`src/rtl/precision_grant_scheduler_pkg.sv`:
```
// precision_pkg
// Shared types, constants and helper functions for precision_grant_scheduler.
//   - Precision codes PREC_HIGH (0) .. PREC_MINIMAL (5); codes 6 and 7 are
//     treated as PREC_MINIMAL.
//   - Field widths: PREC_W (precision code), CLA_W (adder result), TRUNC_W
//     (truncated output).
//   - clamp_sel   : folds out-of-range codes onto PREC_MINIMAL.
//   - prec_cost   : budget tokens consumed by a grant at a given code.
//   - trunc_slice : picks the 7-bit window of the adder result for a code.
package precision_pkg;

    localparam int PREC_W  = 3;
    localparam int CLA_W   = 12;
    localparam int TRUNC_W = 7;

    localparam logic [PREC_W-1:0] PREC_HIGH    = 3'd0;
    localparam logic [PREC_W-1:0] PREC_FINE    = 3'd1;
    localparam logic [PREC_W-1:0] PREC_MEDIUM  = 3'd2;
    localparam logic [PREC_W-1:0] PREC_COARSE  = 3'd3;
    localparam logic [PREC_W-1:0] PREC_LOW     = 3'd4;
    localparam logic [PREC_W-1:0] PREC_MINIMAL = 3'd5;

    typedef enum logic {
        ST_IDLE = 1'b0,
        ST_BUSY = 1'b1
    } sched_state_t;

    // Codes above the coarsest legal precision behave as the coarsest one.
    function automatic logic [PREC_W-1:0] clamp_sel(input logic [PREC_W-1:0] sel);
        return (sel > PREC_MINIMAL) ? PREC_MINIMAL : sel;
    endfunction

    // Finer precision costs more energy; the coarsest code is free.
    function automatic logic [PREC_W-1:0] prec_cost(input logic [PREC_W-1:0] sel);
        return PREC_MINIMAL - sel;
    endfunction

    // Window slides one bit toward the LSB for each step of coarser code.
    function automatic logic [TRUNC_W-1:0] trunc_slice(input logic [CLA_W-1:0] data,
                                                       input logic [PREC_W-1:0] sel);
        logic [TRUNC_W-1:0] slice;
        case (sel)
            PREC_HIGH:   slice = data[11:5];
            PREC_FINE:   slice = data[10:4];
            PREC_MEDIUM: slice = data[9:3];
            PREC_COARSE: slice = data[8:2];
            PREC_LOW:    slice = data[7:1];
            default:     slice = data[6:0];
        endcase
        return slice;
    endfunction

endpackage

```
`src/rtl/precision_grant_scheduler_if.sv`:
```
// precision_grant_scheduler_if
// Bundles the requester side and the result side of the scheduler.
//   req_valid/req_ready : per-requester handshake (N_REQ bits each)
//   req_data            : packed 12-bit adder results, requester i at [12i+11:12i]
//   req_sel             : packed 3-bit precision codes, requester i at [3i+2:3i]
//   out_valid/out_ready : result handshake
//   out_result          : 7-bit truncated result
//   out_id              : index of the requester that produced out_result
//   out_sel             : precision code actually applied
//   budget_level        : current energy budget token count
// Modports: slave for the scheduler, master for whatever drives it.
interface precision_grant_scheduler_if
    import precision_pkg::*;
#(
    parameter int N_REQ = 4
);

    localparam int ID_W = $clog2(N_REQ);

    logic [N_REQ-1:0]        req_valid;
    logic [N_REQ-1:0]        req_ready;
    logic [N_REQ*CLA_W-1:0]  req_data;
    logic [N_REQ*PREC_W-1:0] req_sel;
    logic                    out_valid;
    logic                    out_ready;
    logic [TRUNC_W-1:0]      out_result;
    logic [ID_W-1:0]         out_id;
    logic [PREC_W-1:0]       out_sel;
    logic [7:0]              budget_level;

    modport slave (
        input  req_valid,
        input  req_data,
        input  req_sel,
        input  out_ready,
        output req_ready,
        output out_valid,
        output out_result,
        output out_id,
        output out_sel,
        output budget_level
    );

    modport master (
        output req_valid,
        output req_data,
        output req_sel,
        output out_ready,
        input  req_ready,
        input  out_valid,
        input  out_result,
        input  out_id,
        input  out_sel,
        input  budget_level
    );

endinterface

```
`src/rtl/precision_grant_scheduler_rr_arbiter.sv`:
```
// rr_arbiter
// Combinational round-robin arbiter. Searches the request vector starting one
// position above rr_ptr, wrapping, and grants the first set bit.
//   req       : request vector
//   rr_ptr    : index of the previous winner
//   en        : when low no grant is issued
//   grant     : one-hot grant (all zero when nothing granted)
//   grant_idx : encoded index of the granted requester (0 when none)
module rr_arbiter #(
    parameter int N_REQ = 4
) (
    input  logic [N_REQ-1:0]         req,
    input  logic [$clog2(N_REQ)-1:0] rr_ptr,
    input  logic                     en,
    output logic [N_REQ-1:0]         grant,
    output logic [$clog2(N_REQ)-1:0] grant_idx
);

    localparam int IDX_W = $clog2(N_REQ);

    // Position `step` places after base, modulo N_REQ. base < N_REQ and
    // step <= N_REQ, so one conditional subtraction is enough.
    function automatic logic [IDX_W-1:0] wrap_idx(input logic [IDX_W-1:0] base,
                                                  input int step);
        int pos;
        pos = int'(base) + step;
        if (pos >= N_REQ) begin
            pos = pos - N_REQ;
        end
        return IDX_W'(pos);
    endfunction

    logic found;

    // Priority scan beginning just above the last winner; rr_ptr itself is
    // visited last so a lone requester can still win repeatedly.
    always_comb begin
        grant     = '0;
        grant_idx = '0;
        found     = 1'b0;
        for (int step = 1; step <= N_REQ; step++) begin
            if (en && !found && req[wrap_idx(rr_ptr, step)]) begin
                grant[wrap_idx(rr_ptr, step)] = 1'b1;
                grant_idx                     = wrap_idx(rr_ptr, step);
                found                         = 1'b1;
            end
        end
    end

endmodule

```
`src/rtl/precision_grant_scheduler.sv`:
```
// precision_grant_scheduler
// Shares one registered truncation stage between N_REQ requesters. A
// round-robin arbiter picks a requester, its 12-bit adder result is cut to 7
// bits at the requested precision, and the result is returned with the
// requester index and the precision code applied.
//
// Optional feature macro: PRECISION_BUDGET_EN
//   defined   - energy budget tracker with periodic refill; grants are
//               degraded to coarser precision when the budget runs low.
//   undefined - no budget logic; budget_level is tied to BUDGET_MAX.
//
// Ports:
//   clk   : rising-edge clock
//   rst_n : asynchronous active-low reset
//   bus   : precision_grant_scheduler_if.slave (requester and result sides)
module precision_grant_scheduler
    import precision_pkg::*;
#(
    parameter int N_REQ         = 4,
    parameter int BUDGET_MAX    = 255,
    parameter int REFILL_PERIOD = 16,
    parameter int REFILL_AMOUNT = 8
) (
    input  logic                        clk,
    input  logic                        rst_n,
    precision_grant_scheduler_if.slave  bus
);

    localparam int ID_W = $clog2(N_REQ);

    sched_state_t       state;
    logic               can_accept;
    logic               arb_en;
    logic               grant_any;
    logic [N_REQ-1:0]   grant;
    logic [ID_W-1:0]    grant_idx;
    logic [ID_W-1:0]    rr_ptr;

    logic [CLA_W-1:0]   data_arr [N_REQ];
    logic [PREC_W-1:0]  sel_arr  [N_REQ];
    logic [CLA_W-1:0]   win_data;
    logic [PREC_W-1:0]  win_sel;
    logic [PREC_W-1:0]  eff_sel;

    logic               out_valid_q;
    logic [TRUNC_W-1:0] out_result_q;
    logic [ID_W-1:0]    out_id_q;
    logic [PREC_W-1:0]  out_sel_q;

    // Unpack the flat request buses; codes are clamped here so nothing
    // downstream ever sees 6 or 7.
    for (genvar i = 0; i < N_REQ; i++) begin : g_unpack
        assign data_arr[i] = bus.req_data[i*CLA_W +: CLA_W];
        assign sel_arr[i]  = clamp_sel(bus.req_sel[i*PREC_W +: PREC_W]);
    end

    // A new grant is possible when idle, or when the held result is being
    // taken this cycle. rst_n is folded in so req_ready stays low while reset
    // is asserted even if requesters are already presenting.
    assign can_accept = (state == ST_IDLE) || bus.out_ready;
    assign arb_en     = can_accept && rst_n;

    rr_arbiter #(
        .N_REQ(N_REQ)
    ) u_arbiter (
        .req       (bus.req_valid),
        .rr_ptr    (rr_ptr),
        .en        (arb_en),
        .grant     (grant),
        .grant_idx (grant_idx)
    );

    assign grant_any     = |grant;
    assign bus.req_ready = grant;
    assign win_data      = data_arr[grant_idx];
    assign win_sel       = sel_arr[grant_idx];

`ifdef PRECISION_BUDGET_EN
    localparam int RC_W = (REFILL_PERIOD > 1) ? $clog2(REFILL_PERIOD) : 1;

    logic [RC_W-1:0]   refill_cnt;
    logic              refill;
    logic [7:0]        budget_q;
    logic [7:0]        budget_d;
    logic [9:0]        budget_sum;
    logic [PREC_W-1:0] floor_sel;

    assign refill = (refill_cnt == RC_W'(REFILL_PERIOD - 1));

    // With fewer than 5 tokens left the finest affordable code is 5-budget;
    // raising the request to at least that code keeps the cost within the
    // remaining budget, so the subtraction below can never underflow.
    always_comb begin
        floor_sel = PREC_HIGH;
        eff_sel   = win_sel;
        if (budget_q < 8'd5) begin
            floor_sel = PREC_W'(8'd5 - budget_q);
            if (win_sel < floor_sel) begin
                eff_sel = floor_sel;
            end
        end
    end

    // Grant cost and refill credit land in one saturating update, so a
    // grant and a refill on the same edge are both honoured.
    always_comb begin
        budget_sum = {2'b00, budget_q};
        if (grant_any) begin
            budget_sum = budget_sum - {7'd0, prec_cost(eff_sel)};
        end
        if (refill) begin
            budget_sum = budget_sum + 10'(REFILL_AMOUNT);
        end
        if (budget_sum > 10'(BUDGET_MAX)) begin
            budget_sum = 10'(BUDGET_MAX);
        end
        budget_d = 8'(budget_sum);
    end

    // Free-running refill timer and the budget register.
    always_ff @(posedge clk or negedge rst_n) begin
        if (!rst_n) begin
            refill_cnt <= '0;
            budget_q   <= 8'(BUDGET_MAX);
        end else begin
            refill_cnt <= refill ? '0 : refill_cnt + 1'b1;
            budget_q   <= budget_d;
        end
    end

    assign bus.budget_level = budget_q;
`else
    assign eff_sel          = win_sel;
    assign bus.budget_level = 8'(BUDGET_MAX);
`endif

    // Control FSM with registered outputs. Once BUSY the output registers
    // only change when the current result is accepted, which is what gives
    // a stable hold under backpressure.
    always_ff @(posedge clk or negedge rst_n) begin
        if (!rst_n) begin
            state        <= ST_IDLE;
            out_valid_q  <= 1'b0;
            out_result_q <= '0;
            out_id_q     <= '0;
            out_sel_q    <= '0;
            rr_ptr       <= ID_W'(N_REQ - 1);
        end else if (can_accept) begin
            if (grant_any) begin
                state        <= ST_BUSY;
                out_valid_q  <= 1'b1;
                out_result_q <= trunc_slice(win_data, eff_sel);
                out_id_q     <= grant_idx;
                out_sel_q    <= eff_sel;
                rr_ptr       <= grant_idx;
            end else begin
                state        <= ST_IDLE;
                out_valid_q  <= 1'b0;
            end
        end
    end

    assign bus.out_valid  = out_valid_q;
    assign bus.out_result = out_result_q;
    assign bus.out_id     = out_id_q;
    assign bus.out_sel    = out_sel_q;

endmodule
```
`src/flat_wrapper.sv`:
```
// flat-port wrapper written by rule: the top's interface ports become plain ports
module precision_grant_scheduler_flat import precision_pkg::*;
#(
    parameter int N_REQ         = 4,
    parameter int BUDGET_MAX    = 255,
    parameter int REFILL_PERIOD = 16,
    parameter int REFILL_AMOUNT = 8
)
  (clk, rst_n, bus_req_valid, bus_req_data, bus_req_sel, bus_out_ready, bus_req_ready, bus_out_valid, bus_out_result, bus_out_id, bus_out_sel, bus_budget_level);
  precision_grant_scheduler_if #(.N_REQ(N_REQ)) bus_i ();
  input  logic clk;
  input  logic rst_n;
  input wire logic [$bits(bus_i.req_valid)-1:0] bus_req_valid;
  input wire logic [$bits(bus_i.req_data)-1:0] bus_req_data;
  input wire logic [$bits(bus_i.req_sel)-1:0] bus_req_sel;
  input wire logic [$bits(bus_i.out_ready)-1:0] bus_out_ready;
  output wire logic [$bits(bus_i.req_ready)-1:0] bus_req_ready;
  output wire logic [$bits(bus_i.out_valid)-1:0] bus_out_valid;
  output wire logic [$bits(bus_i.out_result)-1:0] bus_out_result;
  output wire logic [$bits(bus_i.out_id)-1:0] bus_out_id;
  output wire logic [$bits(bus_i.out_sel)-1:0] bus_out_sel;
  output wire logic [$bits(bus_i.budget_level)-1:0] bus_budget_level;
  assign bus_i.req_valid = bus_req_valid;
  assign bus_i.req_data = bus_req_data;
  assign bus_i.req_sel = bus_req_sel;
  assign bus_i.out_ready = bus_out_ready;
  assign bus_req_ready = bus_i.req_ready;
  assign bus_out_valid = bus_i.out_valid;
  assign bus_out_result = bus_i.out_result;
  assign bus_out_id = bus_i.out_id;
  assign bus_out_sel = bus_i.out_sel;
  assign bus_budget_level = bus_i.budget_level;
  precision_grant_scheduler #(.N_REQ(N_REQ), .BUDGET_MAX(BUDGET_MAX), .REFILL_PERIOD(REFILL_PERIOD), .REFILL_AMOUNT(REFILL_AMOUNT)) u_core (.clk(clk), .rst_n(rst_n), .bus(bus_i));
endmodule
```
`config.mk`:
```
export PLATFORM = sky130hd
export DESIGN_NAME = precision_grant_scheduler_flat
export DESIGN_NICKNAME = d
export VERILOG_FILES = /design/src/rtl/precision_grant_scheduler_pkg.sv /design/src/rtl/precision_grant_scheduler_if.sv /design/src/rtl/precision_grant_scheduler_rr_arbiter.sv /design/src/rtl/precision_grant_scheduler.sv /design/src/flat_wrapper.sv
export SDC_FILE = /design/constraint.sdc
export NUM_CORES = 1
export LEC_CHECK = 0
export CORE_MARGIN = 8
export CORE_UTILIZATION = 39
export CTS_CLUSTER_DIAMETER = 80
export CTS_CLUSTER_SIZE = 25
export DETAILED_ROUTE_END_ITERATION = 10
export PLACE_DENSITY = 0.75
export SKIP_LAST_GASP = 1
export SLEW_MARGIN = 20
export SYNTH_ARGS = -nofsm -noshare
export SYNTH_HDL_FRONTEND = slang
export SYNTH_SLANG_ARGS = --single-unit
```
`constraint.sdc`:
```
create_clock -name clk -period 3.5 [get_ports clk]
set_input_delay 0.35 -clock clk [delete_from_list [all_inputs] [get_ports clk]]
set_output_delay 0.35 -clock clk [all_outputs]
set_load 0.01 [all_outputs]
```
==> flow_summary.toml <==
[floorplan]
dieArea_mm2 = 0.00803
starting_density_pct = 39.3
chipHeight_um = 89.6
core-area_mm2 = 0.00537
rows = 27
floorplan.die.width_um = 89.6
pin_count = 92

[logic_synthesis]
yosysWarningCount = 0
synth.cells.most_frequent = "mux2i_1 (31), a21oi_1 (30), nand2_1 (25)"
synth-seq-area-share_pct = 17.9
yosys_register_bits = 15
synth.top_cell.area_share_pct = 15.4
count_of_flip_flops_with_a_built_in_enable_after_synthesis = 0
ys_top_cells_by_area = "dfrtp_1 (15%), mux2i_1 (15%), a21oi_1 (7.1%)"
instance_count_of_the_mapped_netlist = 249
asyncSetResetFlopFracSynth_pct = 100
synth_most_common_cell = "mux2i_1"
post_synth_num_cell_types = 50
synth_top_flop_cell = "dfrtp_1"
synth_top_cell_by_area = "dfrtp_1"
syn_avg_cell_area_um2 = 8.49
syn-cell-area_mm2 = 0.00211

[timing]
final-hold-violation-count = 0
timing.clock.skew_ns = 0.00121
tns_ns = 0
worst-slew-pin-transition_ns = 0.555
final.min_clock_period_ns = 3.38
slew_viol_final = 0
finalSetupViolCount = 0
slew-limit-headroom_pct = 62.8
rsz0062_at_grt = "true"
maximum_clock_frequency_ghz = 0.295
layout_worst_path_cycle_share_pct = 96.7

[detailed_routing]
via_per_inst = 5.59
post_drt_wl_per_cell_um = 16.8
routed_wirelength_um = 6900
postRouteAntennaNets = 0
drt_first_iter_violations = 161
drtPass1Iterations = 6
route.detailed.drc = 0
dr_total_vias = 2298

[placement]
globalplace.congestion = 0.934
buffer_ports.inserted = 83
postPlaceCellArea_mm2 = 0.00302
place.detailed.hpwl_um = 5370
post-place-cells = 403

[clock_tree]
cts.clk_slew.worst_paths_ns = 0.06
cts_tree = "yes"
root_buffer = "clkbuf_8"
number_of_clock_sinks_seen_by_cts = 15
cts_made_buffers = 3
cts_htree_levels = 1
insertion_delay_ns = 0.24
ctsLongestPathBuffers = 2
ctsHoldBuffers = 0

[power_and_ir_drop]
peakVddDrop_v = 0.00105
power.leakage_nw = 1.33
clkPwrFrac_pct = 4.5
power_switching_mw = 1.43
sequentialPowerShare_pct = 11.4
pwr_density_cell_mw_per_mm2 = 933
totalPowerFinal_mw = 3.00
internal-power_mw = 1.57
swShare_pct = 47.6
power_frac_comb_pct = 84.0

[global_route]
globalRouteOverflowTotal = 0
grt_use_total_pct = 16.0
grt_antenna_before_repair = 0
grt_start_max_net_pins = 19
global_route_wire_length_before_repair_um = 10400
grt_pass1_vias = 2194

[final_layout]
fin_area_mm2 = 0.00322
finish.net_count = 411
synthToLayoutAreaGrowth_pct = 52.2
insertedDiodeCount = 0
drive_above_1_share_pct = 19.8
number_of_inserted_filler_cells_in_the_final_layout = 479
final_instance_count_without_filler_cells = 411

[worst_setup_path]
critPathLaunchType = "register"
crit_path_start = "u_core.rr_ptr[1]"
worst-path-max-fanout = 11
worstPathArrival_ns = 3.54
crit_end = "u_core.bus.out_result[0]"
ff2ff_setup_slack_ns = 0.12
critPathCaptureType = "register"
worstRegToRegCells = 12
r2r-end = "u_core.bus.out_result[0]"
rr_startpoint = "u_core.rr_ptr[1]"
cp_data_required_time_ns = 3.65
critPathKind = "register to register"

[job]
maxCapViolCount = 0

[run_status]
run_status = "finished clean"

[hold_path]
timing.hold.worst.class = "input port to asynchronous set/reset pin"
## what timing repair did
item,in CTS,in global routing
resized for setup,5,16
setup endpoints to repair,7,11
gates cloned,1,0
setup buffers,1,2
pin swaps,3,5
## worst max-delay path: stages (launching register included)
cell and delay [ns]:
dfstp_2 0.52, inv_1 0.09, ha_4 0.33, buf_4 0.14
inv_1 0.04, o311ai_1 0.46, a221oi_2 0.17, nor2_2 0.35
buf_4 0.28, mux2_2 0.41, nand3_1 0.14, a41oi_2 0.13
o31ai_2 0.22
## routing by layer
layer	track usage, %	part of all wire (%)	up-vias
li1	-	-	1108
met1	19.9	40	1102
met2	27.9	52	80
met3	2.91	7.2	8
met4	2.87	0.80	0
met5	0	0	-
## how the worst min path moves through the flow
stage,depth (start not counted),end,slack (ns),startpoint
after CTS,2,u_core.bus.out_result[6],0.50,rst_n
after global placement,2,u_core.bus.out_sel[2],0.49,u_core.bus.out_sel[2]
final,2,u_core.bus.out_result[6],0.49,rst_n
after detailed placement,2,u_core.bus.out_sel[2],0.50,u_core.bus.out_sel[2]
after floorplan,0,u_core.bus.out_id[0],0.05,rst_n
after global routing,2,u_core.bus.out_id[0],0.53,rst_n
## area by class of cell
type                            count  area, um2  area share, %
Clock buffer                        3       41.3           1.28
Clock inverter                      1       5.00          0.156
Inverter                            8       30.0          0.934
Multi-Input combinational cell    208       1620           50.5
Sequential cell                    15        378           11.8
Tap cell                           72       90.1           2.80
Timing Repair Buffer              104       1050           32.6
## placed cells by master, fill, tap and decap left out, types with 7 or more instances in the layout
cell type         n
mux2i_1          30
o21ai_0           8
inv_1             7
a22oi_1           7
conb_1            8
dfrtp_1          13
o22ai_1          13
nand2_1          24
a21oi_1          29
mux2_2            9
nor2_1           11
nand3_1          12
buf_4            18
clkdlybuf4s50_1  79
## sequential cells by signal (all words and copies together) (netlist names)
| register | count |
|---|---|
| u_core.state | 1 |
| u_core.rr_ptr | 2 |
| u_core.bus.out_id | 2 |
| u_core.bus.out_result | 7 |
| u_core.bus.out_sel | 3 |
## per-stage QoR
step,hold WS [ns],worst slack (ns),util (%)
finish,0.493,0.115,59.9
global route,0.530,-0.0326,59.9
CTS,0.504,0.000529,58.1
detailed placement,0.498,-0.0316,56.3
global placement,0.490,0.115,56.3
floorplan,0.0544,0.000610,-
## logic make-up after synthesis
| logic type | synth area share [%] |
|---|---|
| multiplexers | 24.8 |
| other | 0.177 |
| buffers and inverters | 10.7 |
| adder cells (fa/ha/maj) | 2.37 |
| AO/OA/AOI/OAI | 27.4 |
| AND/OR/NAND/NOR | 16.8 |
| flip-flops | 17.9 |
## power by group through the flow
stage          registers [mW]  logic (mW)  clock network [mW]
5_1_grt                 0.352        2.74               0.150
2_1_floorplan           0.369        1.70                   0
4_1_cts                 0.343        2.40               0.140
3_5_place_dp            0.345        2.32                   0
3_3_place_gp            0.342        2.28                   0
6_report                0.343        2.52               0.136
Note: power is estimated with default switching activity, not from simulation.
